**src/rtl/intpol_lin_defs.sv**
```systemverilog
// Shared encodings for the N-channel linear interpolator:
// sequencer states, output source select and status bit positions.
package intpol_lin_defs;

   typedef enum logic [2:0] {
      ST_IDLE,
      ST_PRIME,
      ST_LOAD,
      ST_RUN,
      ST_TAIL,
      ST_DONE
   } state_t;

   typedef enum logic [1:0] {
      SEL_ACC,
      SEL_X0,
      SEL_HEAD
   } sel_t;

   localparam int STS_DONE   = 0;
   localparam int STS_BUSY   = 1;
   localparam int STS_EMPTY  = 2;
   localparam int STS_AFULL  = 3;
   localparam int STS_BYPASS = 4;
   localparam int STS_OVF    = 5;

endpackage

```
**src/rtl/intpol_sync_fifo.sv**
```systemverilog
// First-word-fall-through synchronous FIFO with almost-full
// flag and a strobe for pushes dropped while full.
module intpol_sync_fifo #(
   parameter int DATA_WIDTH = 24,
   parameter int ADDR_WIDTH = 3,
   parameter int AF_MARGIN  = 2
) (
   input  logic                  clk,
   input  logic                  rst_a,
   input  logic                  push_i,
   input  logic [DATA_WIDTH-1:0] data_i,
   input  logic                  pop_i,
   output logic [DATA_WIDTH-1:0] data_o,
   output logic                  empty_o,
   output logic                  afull_o,
   output logic                  ovf_o
);

   localparam int DEPTH = 1 << ADDR_WIDTH;

   typedef logic [ADDR_WIDTH-1:0] ptr_t;
   typedef logic [ADDR_WIDTH:0]   cnt_t;

   localparam cnt_t AF_LVL = cnt_t'(DEPTH - AF_MARGIN);
   localparam cnt_t FULL_LVL = cnt_t'(DEPTH);

   logic [DATA_WIDTH-1:0] mem_q [DEPTH];

   ptr_t wr_ptr_q, wr_ptr_d;
   ptr_t rd_ptr_q, rd_ptr_d;
   cnt_t cnt_q, cnt_d;
   logic full, push_ok, pop_ok;

   assign full    = (cnt_q == FULL_LVL);
   assign empty_o = (cnt_q == '0);
   assign afull_o = (cnt_q >= AF_LVL);
   assign data_o  = mem_q[rd_ptr_q];

   // A push into a full FIFO is still taken when a pop frees a slot
   assign pop_ok  = pop_i && !empty_o;
   assign push_ok = push_i && (!full || pop_ok);
   assign ovf_o   = push_i && !push_ok;

   always_comb begin
      wr_ptr_d = wr_ptr_q + ptr_t'(push_ok);
      rd_ptr_d = rd_ptr_q + ptr_t'(pop_ok);
      cnt_d    = cnt_q + cnt_t'(push_ok) - cnt_t'(pop_ok);
   end

   always_ff @(posedge clk or negedge rst_a) begin
      if (!rst_a) begin
         wr_ptr_q <= '0;
         rd_ptr_q <= '0;
         cnt_q    <= '0;
      end else begin
         wr_ptr_q <= wr_ptr_d;
         rd_ptr_q <= rd_ptr_d;
         cnt_q    <= cnt_d;
      end
   end

   always_ff @(posedge clk) begin
      if (push_ok) mem_q[wr_ptr_q] <= data_i;
   end

endmodule

```
**src/rtl/intpol_lin_nch.sv**
```systemverilog
// N-channel lockstep linear interpolator with runtime power-of-two
// factor and bypass, fed from an input FIFO, throttled downstream.
module intpol_lin_nch
   import intpol_lin_defs::*;
#(
   parameter int NCH        = 2,
   parameter int W          = 12,
   parameter int LOG2_L_MAX = 3,
   parameter int FIFO_AW    = 3,
   parameter int AF_MARGIN  = 2,
   parameter int CNT_W      = 16
) (
   input  logic                            clk,
   input  logic                            rst_a,
   input  logic                            start,
   input  logic                            cfg_bypass,
   input  logic [$clog2(LOG2_L_MAX+1)-1:0] cfg_log2_l,
   input  logic [CNT_W-1:0]                cfg_num_samples,
   input  logic                            wr_en_i,
   input  logic [NCH*W-1:0]                data_i,
   output logic                            afull_o,
   output logic                            empty_o,
   input  logic                            afull_i,
   output logic                            wr_en_o,
   output logic [NCH*W-1:0]                data_o,
   output logic                            busy_o,
   output logic                            done_o,
   output logic [7:0]                      status_o
);

   localparam int SW = $clog2(LOG2_L_MAX + 1);
   localparam int AW = W + LOG2_L_MAX + 1;

   typedef logic [SW-1:0]         s_t;
   typedef logic [LOG2_L_MAX-1:0] k_t;
   typedef logic [CNT_W-1:0]      cnt_t;

   localparam cnt_t CNT_ONE = cnt_t'(1);

   state_t state_q, state_d;
   logic   bypass_q, bypass_d;
   s_t     s_q, s_d, s_cfg;
   cnt_t   rem_q, rem_d;
   k_t     k_q, k_d, k_last;
   logic   ovf_q, ovf_d;
   logic   wr_en_q, wr_en_d;
   logic   [NCH*W-1:0] data_q, data_d;

   logic   pop, ld_x0, ld_x1, step, adv, emit, clr_ovf;
   sel_t   sel;

   logic   [NCH*W-1:0] fifo_data;
   logic   fifo_ovf;
   logic   [NCH-1:0][W-1:0] emit_data;

   intpol_sync_fifo #(
      .DATA_WIDTH (NCH*W),
      .ADDR_WIDTH (FIFO_AW),
      .AF_MARGIN  (AF_MARGIN)
   ) u_fifo (
      .clk     (clk),
      .rst_a   (rst_a),
      .push_i  (wr_en_i),
      .data_i  (data_i),
      .pop_i   (pop),
      .data_o  (fifo_data),
      .empty_o (empty_o),
      .afull_o (afull_o),
      .ovf_o   (fifo_ovf)
   );

   assign s_cfg  = (int'(cfg_log2_l) > LOG2_L_MAX) ?
                   s_t'(LOG2_L_MAX) : cfg_log2_l;
   assign k_last = k_t'((32'd1 << s_q) - 32'd1);

   always_comb begin
      state_d  = state_q;
      bypass_d = bypass_q;
      s_d      = s_q;
      rem_d    = rem_q;
      k_d      = k_q;
      pop      = 1'b0;
      ld_x0    = 1'b0;
      ld_x1    = 1'b0;
      step     = 1'b0;
      adv      = 1'b0;
      emit     = 1'b0;
      clr_ovf  = 1'b0;
      sel      = SEL_ACC;
      unique case (state_q)
         ST_IDLE: begin
            if (start) begin
               bypass_d = cfg_bypass;
               s_d      = s_cfg;
               rem_d    = cfg_num_samples;
               clr_ovf  = 1'b1;
               state_d  = (cfg_num_samples == '0) ? ST_DONE : ST_PRIME;
            end
         end
         ST_PRIME: begin
            // Bypass streams each popped sample straight out
            if (bypass_q) begin
               if (!empty_o && !afull_i) begin
                  pop   = 1'b1;
                  emit  = 1'b1;
                  sel   = SEL_HEAD;
                  rem_d = rem_q - CNT_ONE;
                  if (rem_q == CNT_ONE) state_d = ST_DONE;
               end
            end else if (!empty_o) begin
               pop     = 1'b1;
               ld_x0   = 1'b1;
               rem_d   = rem_q - CNT_ONE;
               state_d = (rem_q == CNT_ONE) ? ST_TAIL : ST_LOAD;
            end
         end
         ST_LOAD: begin
            if (!empty_o) begin
               pop     = 1'b1;
               ld_x1   = 1'b1;
               k_d     = '0;
               rem_d   = rem_q - CNT_ONE;
               state_d = ST_RUN;
            end
         end
         ST_RUN: begin
            if (!afull_i) begin
               emit = 1'b1;
               step = 1'b1;
               k_d  = k_q + k_t'(1);
               if (k_q == k_last) begin
                  adv     = 1'b1;
                  state_d = (rem_q != '0) ? ST_LOAD : ST_TAIL;
               end
            end
         end
         ST_TAIL: begin
            if (!afull_i) begin
               emit    = 1'b1;
               sel     = SEL_X0;
               state_d = ST_DONE;
            end
         end
         ST_DONE: state_d = ST_IDLE;
         default: state_d = ST_IDLE;
      endcase
   end

   always_comb begin
      ovf_d   = (clr_ovf ? 1'b0 : ovf_q) | fifo_ovf;
      wr_en_d = emit;
      data_d  = emit ? emit_data : data_q;
   end

   for (genvar c = 0; c < NCH; c++) begin : g_ch
      logic signed [W-1:0]  head, x0_q, x0_d, x1_q, x1_d;
      logic signed [W:0]    diff_q, diff_d;
      logic signed [AW-1:0] acc_q, acc_d, acc_sh;

      assign head   = fifo_data[c*W +: W];
      assign acc_sh = acc_q >>> s_q;

      always_comb begin
         x0_d   = x0_q;
         x1_d   = x1_q;
         diff_d = diff_q;
         acc_d  = acc_q;
         if (ld_x0) x0_d = head;
         if (ld_x1) begin
            x1_d   = head;
            diff_d = {head[W-1], head} - {x0_q[W-1], x0_q};
            acc_d  = {{(AW-W){x0_q[W-1]}}, x0_q} << s_q;
         end
         if (step) acc_d = acc_q + {{(AW-W-1){diff_q[W]}}, diff_q};
         if (adv) x0_d = x1_q;
      end

      always_comb begin
         emit_data[c] = acc_sh[W-1:0];
         unique case (sel)
            SEL_X0:   emit_data[c] = x0_q;
            SEL_HEAD: emit_data[c] = head;
            default:  emit_data[c] = acc_sh[W-1:0];
         endcase
      end

      always_ff @(posedge clk or negedge rst_a) begin
         if (!rst_a) begin
            x0_q   <= '0;
            x1_q   <= '0;
            diff_q <= '0;
            acc_q  <= '0;
         end else begin
            x0_q   <= x0_d;
            x1_q   <= x1_d;
            diff_q <= diff_d;
            acc_q  <= acc_d;
         end
      end
   end

   always_ff @(posedge clk or negedge rst_a) begin
      if (!rst_a) begin
         state_q  <= ST_IDLE;
         bypass_q <= 1'b0;
         s_q      <= '0;
         rem_q    <= '0;
         k_q      <= '0;
         ovf_q    <= 1'b0;
         wr_en_q  <= 1'b0;
         data_q   <= '0;
      end else begin
         state_q  <= state_d;
         bypass_q <= bypass_d;
         s_q      <= s_d;
         rem_q    <= rem_d;
         k_q      <= k_d;
         ovf_q    <= ovf_d;
         wr_en_q  <= wr_en_d;
         data_q   <= data_d;
      end
   end

   assign wr_en_o = wr_en_q;
   assign data_o  = data_q;
   assign busy_o  = (state_q != ST_IDLE);
   assign done_o  = (state_q == ST_DONE);

   always_comb begin
      status_o             = '0;
      status_o[STS_DONE]   = done_o;
      status_o[STS_BUSY]   = busy_o;
      status_o[STS_EMPTY]  = empty_o;
      status_o[STS_AFULL]  = afull_i;
      status_o[STS_BYPASS] = bypass_q;
      status_o[STS_OVF]    = ovf_q;
   end

endmodule

```
**config.mk**
```make
export PLATFORM = sky130hd
export DESIGN_NAME = intpol_lin_nch
export DESIGN_NICKNAME = d
export VERILOG_FILES = /design/src/rtl/intpol_lin_defs.sv /design/src/rtl/intpol_sync_fifo.sv /design/src/rtl/intpol_lin_nch.sv
export SDC_FILE = /design/constraint.sdc
export NUM_CORES = 1
export LEC_CHECK = 0
export ABC_AREA = 1
export CELL_PAD_IN_SITES_DETAIL_PLACEMENT = 1
export CELL_PAD_IN_SITES_GLOBAL_PLACEMENT = 2
export CORE_ASPECT_RATIO = 0.7
export CORE_MARGIN = 2
export CORE_UTILIZATION = 40
export DETAILED_ROUTE_END_ITERATION = 6
export PLACE_DENSITY_LB_ADDON = 0.1
export SLEW_MARGIN = 0
export SYNTH_ARGS = -nofsm -noshare
export SYNTH_HDL_FRONTEND = slang
export SYNTH_SLANG_ARGS = --single-unit
```
**constraint.sdc**
```tcl
create_clock -name clk -period 5.23 [get_ports clk]
set_clock_uncertainty 0.15 [all_clocks]
set_input_delay 1.569 -clock clk [delete_from_list [all_inputs] [get_ports clk]]
set_output_delay 1.569 -clock clk [all_outputs]
set_load 0.1 [all_outputs]
```
== Yosys cells after proc, flatten, opt, wreduce, memory -nomap -nowiden ==
Memory sizes are Yosys's and may differ from the RTL's.
Cells that the tools add are included.
Storage, ports and cells
  register bits after elaboration: 167
  RAM bits: 192
  input bits: 48
  logic and storage cells: 133
  memories: 1
Memory list
  u_fifo.mem_q: depth 8, bits a word 24, rd ports 1, clocked after Yosys merged registers in 0, wr ports 1, RTL line intpol_sync_fifo.sv:27  | logic [DATA_WIDTH-1:0] mem_q [DEPTH];
Cells by class
  add/subtract/negate cells: 11
  $lt $le $gt $ge: 1
  equality and inequality tests: 18
  shift operators: 5
  muxes and demuxes: 54
  bitwise operators: 1
  reductions and logical operators: 23
Operator list (number)
  16-bit 2-to-1 mux: 8
  12-bit 2-to-1 mux: 4
  12-bit case mux with 2 select lines: 2
  16-bit case mux with 3 select lines: 1
  3-bit 2-to-1 mux: 14
  16-bit adder: 2
  16-bit by 2-bit << shifter with 16-bit output: 2
  16-bit by 2-bit >>> shifter with 12-bit output: 2
  12-bit by 12-bit subtractor with 13-bit output: 2
  1-bit 2-to-1 mux: 18
  16-bit by 1-bit == test with 1-bit output, second input constant: 1
  16-bit zero test: 1
  16-bit nonzero test: 1
  16-bit by 1-bit subtractor with 16-bit output, second input constant: 1
  3-bit case mux with 5 select lines: 1
  2-bit inequality test, second input constant: 5
  3-bit inequality test, second input constant: 3
  8-bit AND reduction: 1
  3-bit by 1-bit adder with 3-bit output: 2
  3-bit by 2-bit == test with 1-bit output, second input constant: 2
  3-bit == test, second input constant: 2
  3-bit case mux with 2 select lines: 1
  3-bit AND reduction: 2
  2-bit nonzero test: 3
  other kinds (23): 32

== Logic depth before layout (Yosys ltp) ==
  word-level depth: 12
  depth in mapped cells: 17
  mapped depth without buffers: 15

== Hierarchy ==
From an unflattened synthesis, not the netlist that was laid out.
Unflattened totals
  cells, all modules: 2603
  area, all modules: 20374.5 um2
By module, submodules not included
  intpol_lin_nch: times used 1, cells each 1699, area each 11393.4 um2
  intpol_sync_fifo: times used 1, cells each 904, area each 8981.1 um2

== Worst setup path after synthesis ==
No wires, ideal clock.
  kind: flip-flop to output port
  start: register state_q[2]
  end: output port status_o[0]
  data arrival time: 3.222 ns
  slack: 0.289 ns
  stages on the path, launching flop included: 4
  path buffers: 1
  cells stage by stage: dfrtp_1 inv_1 nor3_1 buf_4
On the way
  word-level cells in the longest chain between the ends: 1
Ends and longest elaborated chain
  start: declaration: RTL line intpol_lin_nch.sv:40  | state_t state_q, state_d;
  start signal: assignment: RTL line intpol_lin_nch.sv:213  | state_q <= state_d;
  3-bit == test: RTL line intpol_lin_nch.sv:227  | assign done_o = (state_q == ST_DONE);
  end: declaration: RTL line intpol_lin_nch.sv:28  | output logic [7:0] status_o
Every way passes these cells.

== Worst setup path in the final report ==
  start: register u_fifo.cnt_q[1]
  end: output port status_o[2]
On the way
  word-level cells in the longest chain between the ends: 1
Ends and longest elaborated chain
  start: declaration: RTL line intpol_sync_fifo.sv:31  | cnt_t cnt_q, cnt_d;
  start signal: assignment: RTL line intpol_sync_fifo.sv:58  | cnt_q <= cnt_d;
  4-bit zero test: RTL line intpol_sync_fifo.sv:35  | assign empty_o = (cnt_q == '0);
Every way passes these cells.

==> results.md <==
- Worst setup path category: reg2out
- Post-synthesis sequential area ratio: 0.492
- Critical path required time: 3.51 ns
- Crit Reg-Reg Startpoint: u_fifo.rd_ptr_q[1]
- Number of buffers inserted for hold repair after clock tree synthesis: 0
- Commonest non-fill, non-tap cells in the layout: nand2_1, nor2_1, o21ai_0, inv_1, nand3_1
- Total routing usage reported by global routing: 0.254
- Crit-path max FO: 9
- Clock Sink Count: 357
- Final sum of negative setup slack: 0 ns
- Area of the multi-input gates: 8740 um^2
- TritonCTS Buffers: 39
- Setup Fix Bufs, Post-CTS: 0
- Synthesized-area fraction occupied by and/or/nand/nor cells: 0.253
- Die X-Extent: 272 um
- Number of instances in the synthesized netlist: 2465
- Number of buffer cells added on primary ports: 82
- Syn_area_per_cell: 8.15 um^2
- Number of failing hold endpoints at the final stage: 0
- Row count: 68
- Drt initial violations: 1090
- First-pass GRT wire length: 103 mm
- Most frequent standard cell in the layout excluding fill and tap cells: nand2_1
- Quantity of gates resized following cts: 0
- Xor-xnor portion of the synthesized cell area: 0.00610
- H-Tree Level Count: 2
- Netlist Area Pre-Place: 20100 um^2
- Overall via count from detail_route: 17200
- Buffer cell driving the clock tree root: clkbuf_16
- CP Launch Type: register
- Number of distinct library cell variants in the gate-level netlist after synthesis: 44
- Status: complete, no violations
- Post-detailed-route wirelength per cell: 20.4 um
- Core outline area: 49400 um^2
- Final critical path time including I/O delays and setup: 4.49 ns
- DRC: 0
- Combinational family with the most area after synthesis: simple AND/OR/NAND/NOR gates
- Adder-cell area share of the yosys netlist: 0.0479
- Worst setup slack for register-to-register paths: 1.09 ns
- Antenna-violating nets left: 0
- Top achievable clock speed: 223 MHz
- Die area: 52100 um^2
- Total of max-cap violations: 0
- Vias per inst: 5.37
- Routed wire length: 65.2 mm
- FF/Latch Area: 9900 um^2
- Layout-stage area growth over the synthesis result: 12.7%
- Prevailing post-synth register cell: edfxtp_1
- Setup crit end kind: primary output
- Proportion of synthesized area in mux cells: 0.00349
- Count of state elements after synthesis: 357
- Die outline height: 192 um
- Skew-Pair Late Insertion Delay: 0.57 ns
- Worst slew margin relative to its limit: 0.265
- Compound-Gate Fraction of Synth Area: 0.123
- Critical path capture point: status_o[2]
- Boundary pin count: 85
- Worst hold-check path type: reg2reg
- TritonCTS clock tree: yes
- Proportion of layout cells with a drive suffix above 1: 0.0545
- Max Buffers Root-to-Sink: 3
- Arrival time reported for the critical path endpoint: 2.77 ns
- Final global-route overflow total: 0
- Total half-perimeter wirelength after legalization and detailed placement: 46.7 mm
- R2R Path End: g_ch[0].diff_q[7]
- Initial antenna violation count: 1
- Largest net degree at the start of global routing: 98
- Count of filler cells inserted in the layout: 5890
- Share of async-settable or async-resettable flops after synthesis: 0.462
- Starting Density: 0.406
- Drt first pass iters: 5
- Slew Viols, Final: 0
- Vias in the first global route: 18000
- Count of flip-flops with a built-in enable after synthesis: 192
- Worst Max-Slew Pin Slew: 1.10 ns
- Fin crit share: 0.858
- Clock edge transition at the registers on the reported setup and hold paths: 0.06 ns
- RSZ-0062 raised after global routing: false
- Number of warning messages in the yosys log: 0
- Number of setup violations in the final report: 0
- Crit path from: u_fifo.cnt_q[1]
- Net total in the final layout: 2624
- Reg2reg path depth: 14
- Gp weighted congestion: 0.917
[routing by layer]
metal,vias to the layer above,track usage,part of all wire
met1,8544,0.362,0.49
met5,-,0,0
met2,298,0.413,0.45
met4,0,0.0611,0.021
li1,8272,-,-
met3,74,0.0334,0.039
[area by class of cell]
cell class | count | share of cell area
multi-input cells | 1765 | 0.386
repair buffers | 109 | 0.0463
clock buffers | 45 | 0.0454
clock inverters | 25 | 0.00951
inverters | 230 | 0.0386
well taps | 665 | 0.0368
flip-flops and latches | 357 | 0.437
diodes | 2 | 0.000221
[registers in the layout (all words and copies together), names as in the netlist, 4 cells and up]
signal / count
g_ch.acc_q: 30
rem_q: 16
g_ch.diff_q: 26
data_o: 24
u_fifo.cnt_q: 4
g_ch.x0_q: 24
g_ch.x1_q: 24
u_fifo.mem_q: 192
[synthesized netlist by cell type, drive strengths merged (19+ instances only)]
master  instances  share of area
buf            66          0.021
a31oi          23         0.0072
dfrtp         165           0.21
nor2          352          0.067
clkbuf         48         0.0090
o21ai         258          0.065
inv           227          0.043
ha             69          0.043
edfxtp        192           0.29
and2           19         0.0059
nand4          20         0.0062
a21oi          92          0.023
nand2         604           0.11
o211ai         54          0.020
nand3         208          0.053
[worst min path at each step]
| stage | cells past startpoint | slack, ns | to | startpoint |
|---|---|---|---|---|
| floorplan | 2 | 0.29 | rem_q[1] | rem_q[1] |
| global placement | 2 | 0.31 | rem_q[1] | rem_q[1] |
| detailed placement | 2 | 0.31 | rem_q[1] | rem_q[1] |
| CTS | 2 | 0.33 | rem_q[1] | rem_q[1] |
| global route | 2 | 0.36 | rem_q[1] | rem_q[1] |
| finish | 2 | 0.33 | rem_q[1] | rem_q[1] |
[metrics by stage]
stage          area (um^2)  hold WS (ns)  std cells  setup WS [ns]   util
3_5_place_dp         21400         0.312       3126          0.815  0.433
3_3_place_gp         21400         0.310       3126          0.935  0.433
5_1_grt              22600         0.361       3198          0.612  0.458
2_1_floorplan        20100         0.292       2466          0.289      -
4_1_cts              22600         0.328       3196          0.706  0.458
6_report             22600         0.328       3198          0.742  0.458
[critical path: stages, from the launching register on]
cell	delay (ns)
dfrtp_1	0.44
nor2_1	0.28
nand2_4	0.18
clkinv_4	0.16
clkdlybuf4s50_1	1.15
[kinds of logic (layout without fill, tap and decap cells)]
kind of cell | Yosys count | count (layout)
xor gates and xnor gates | 14 | 14
buffers and inverters | 344 | 409
adders and majority gates | 74 | 74
DFF | 357 | 357
other | 1 | 4
and+or+nand+nor | 1222 | 1222
muxes | 7 | 7
AOI/OAI and AO/OA | 446 | 446
Power is left out: the tool's default activity adds up to more than one toggle a clock period on the data nets, which glitch-free logic cannot reach.
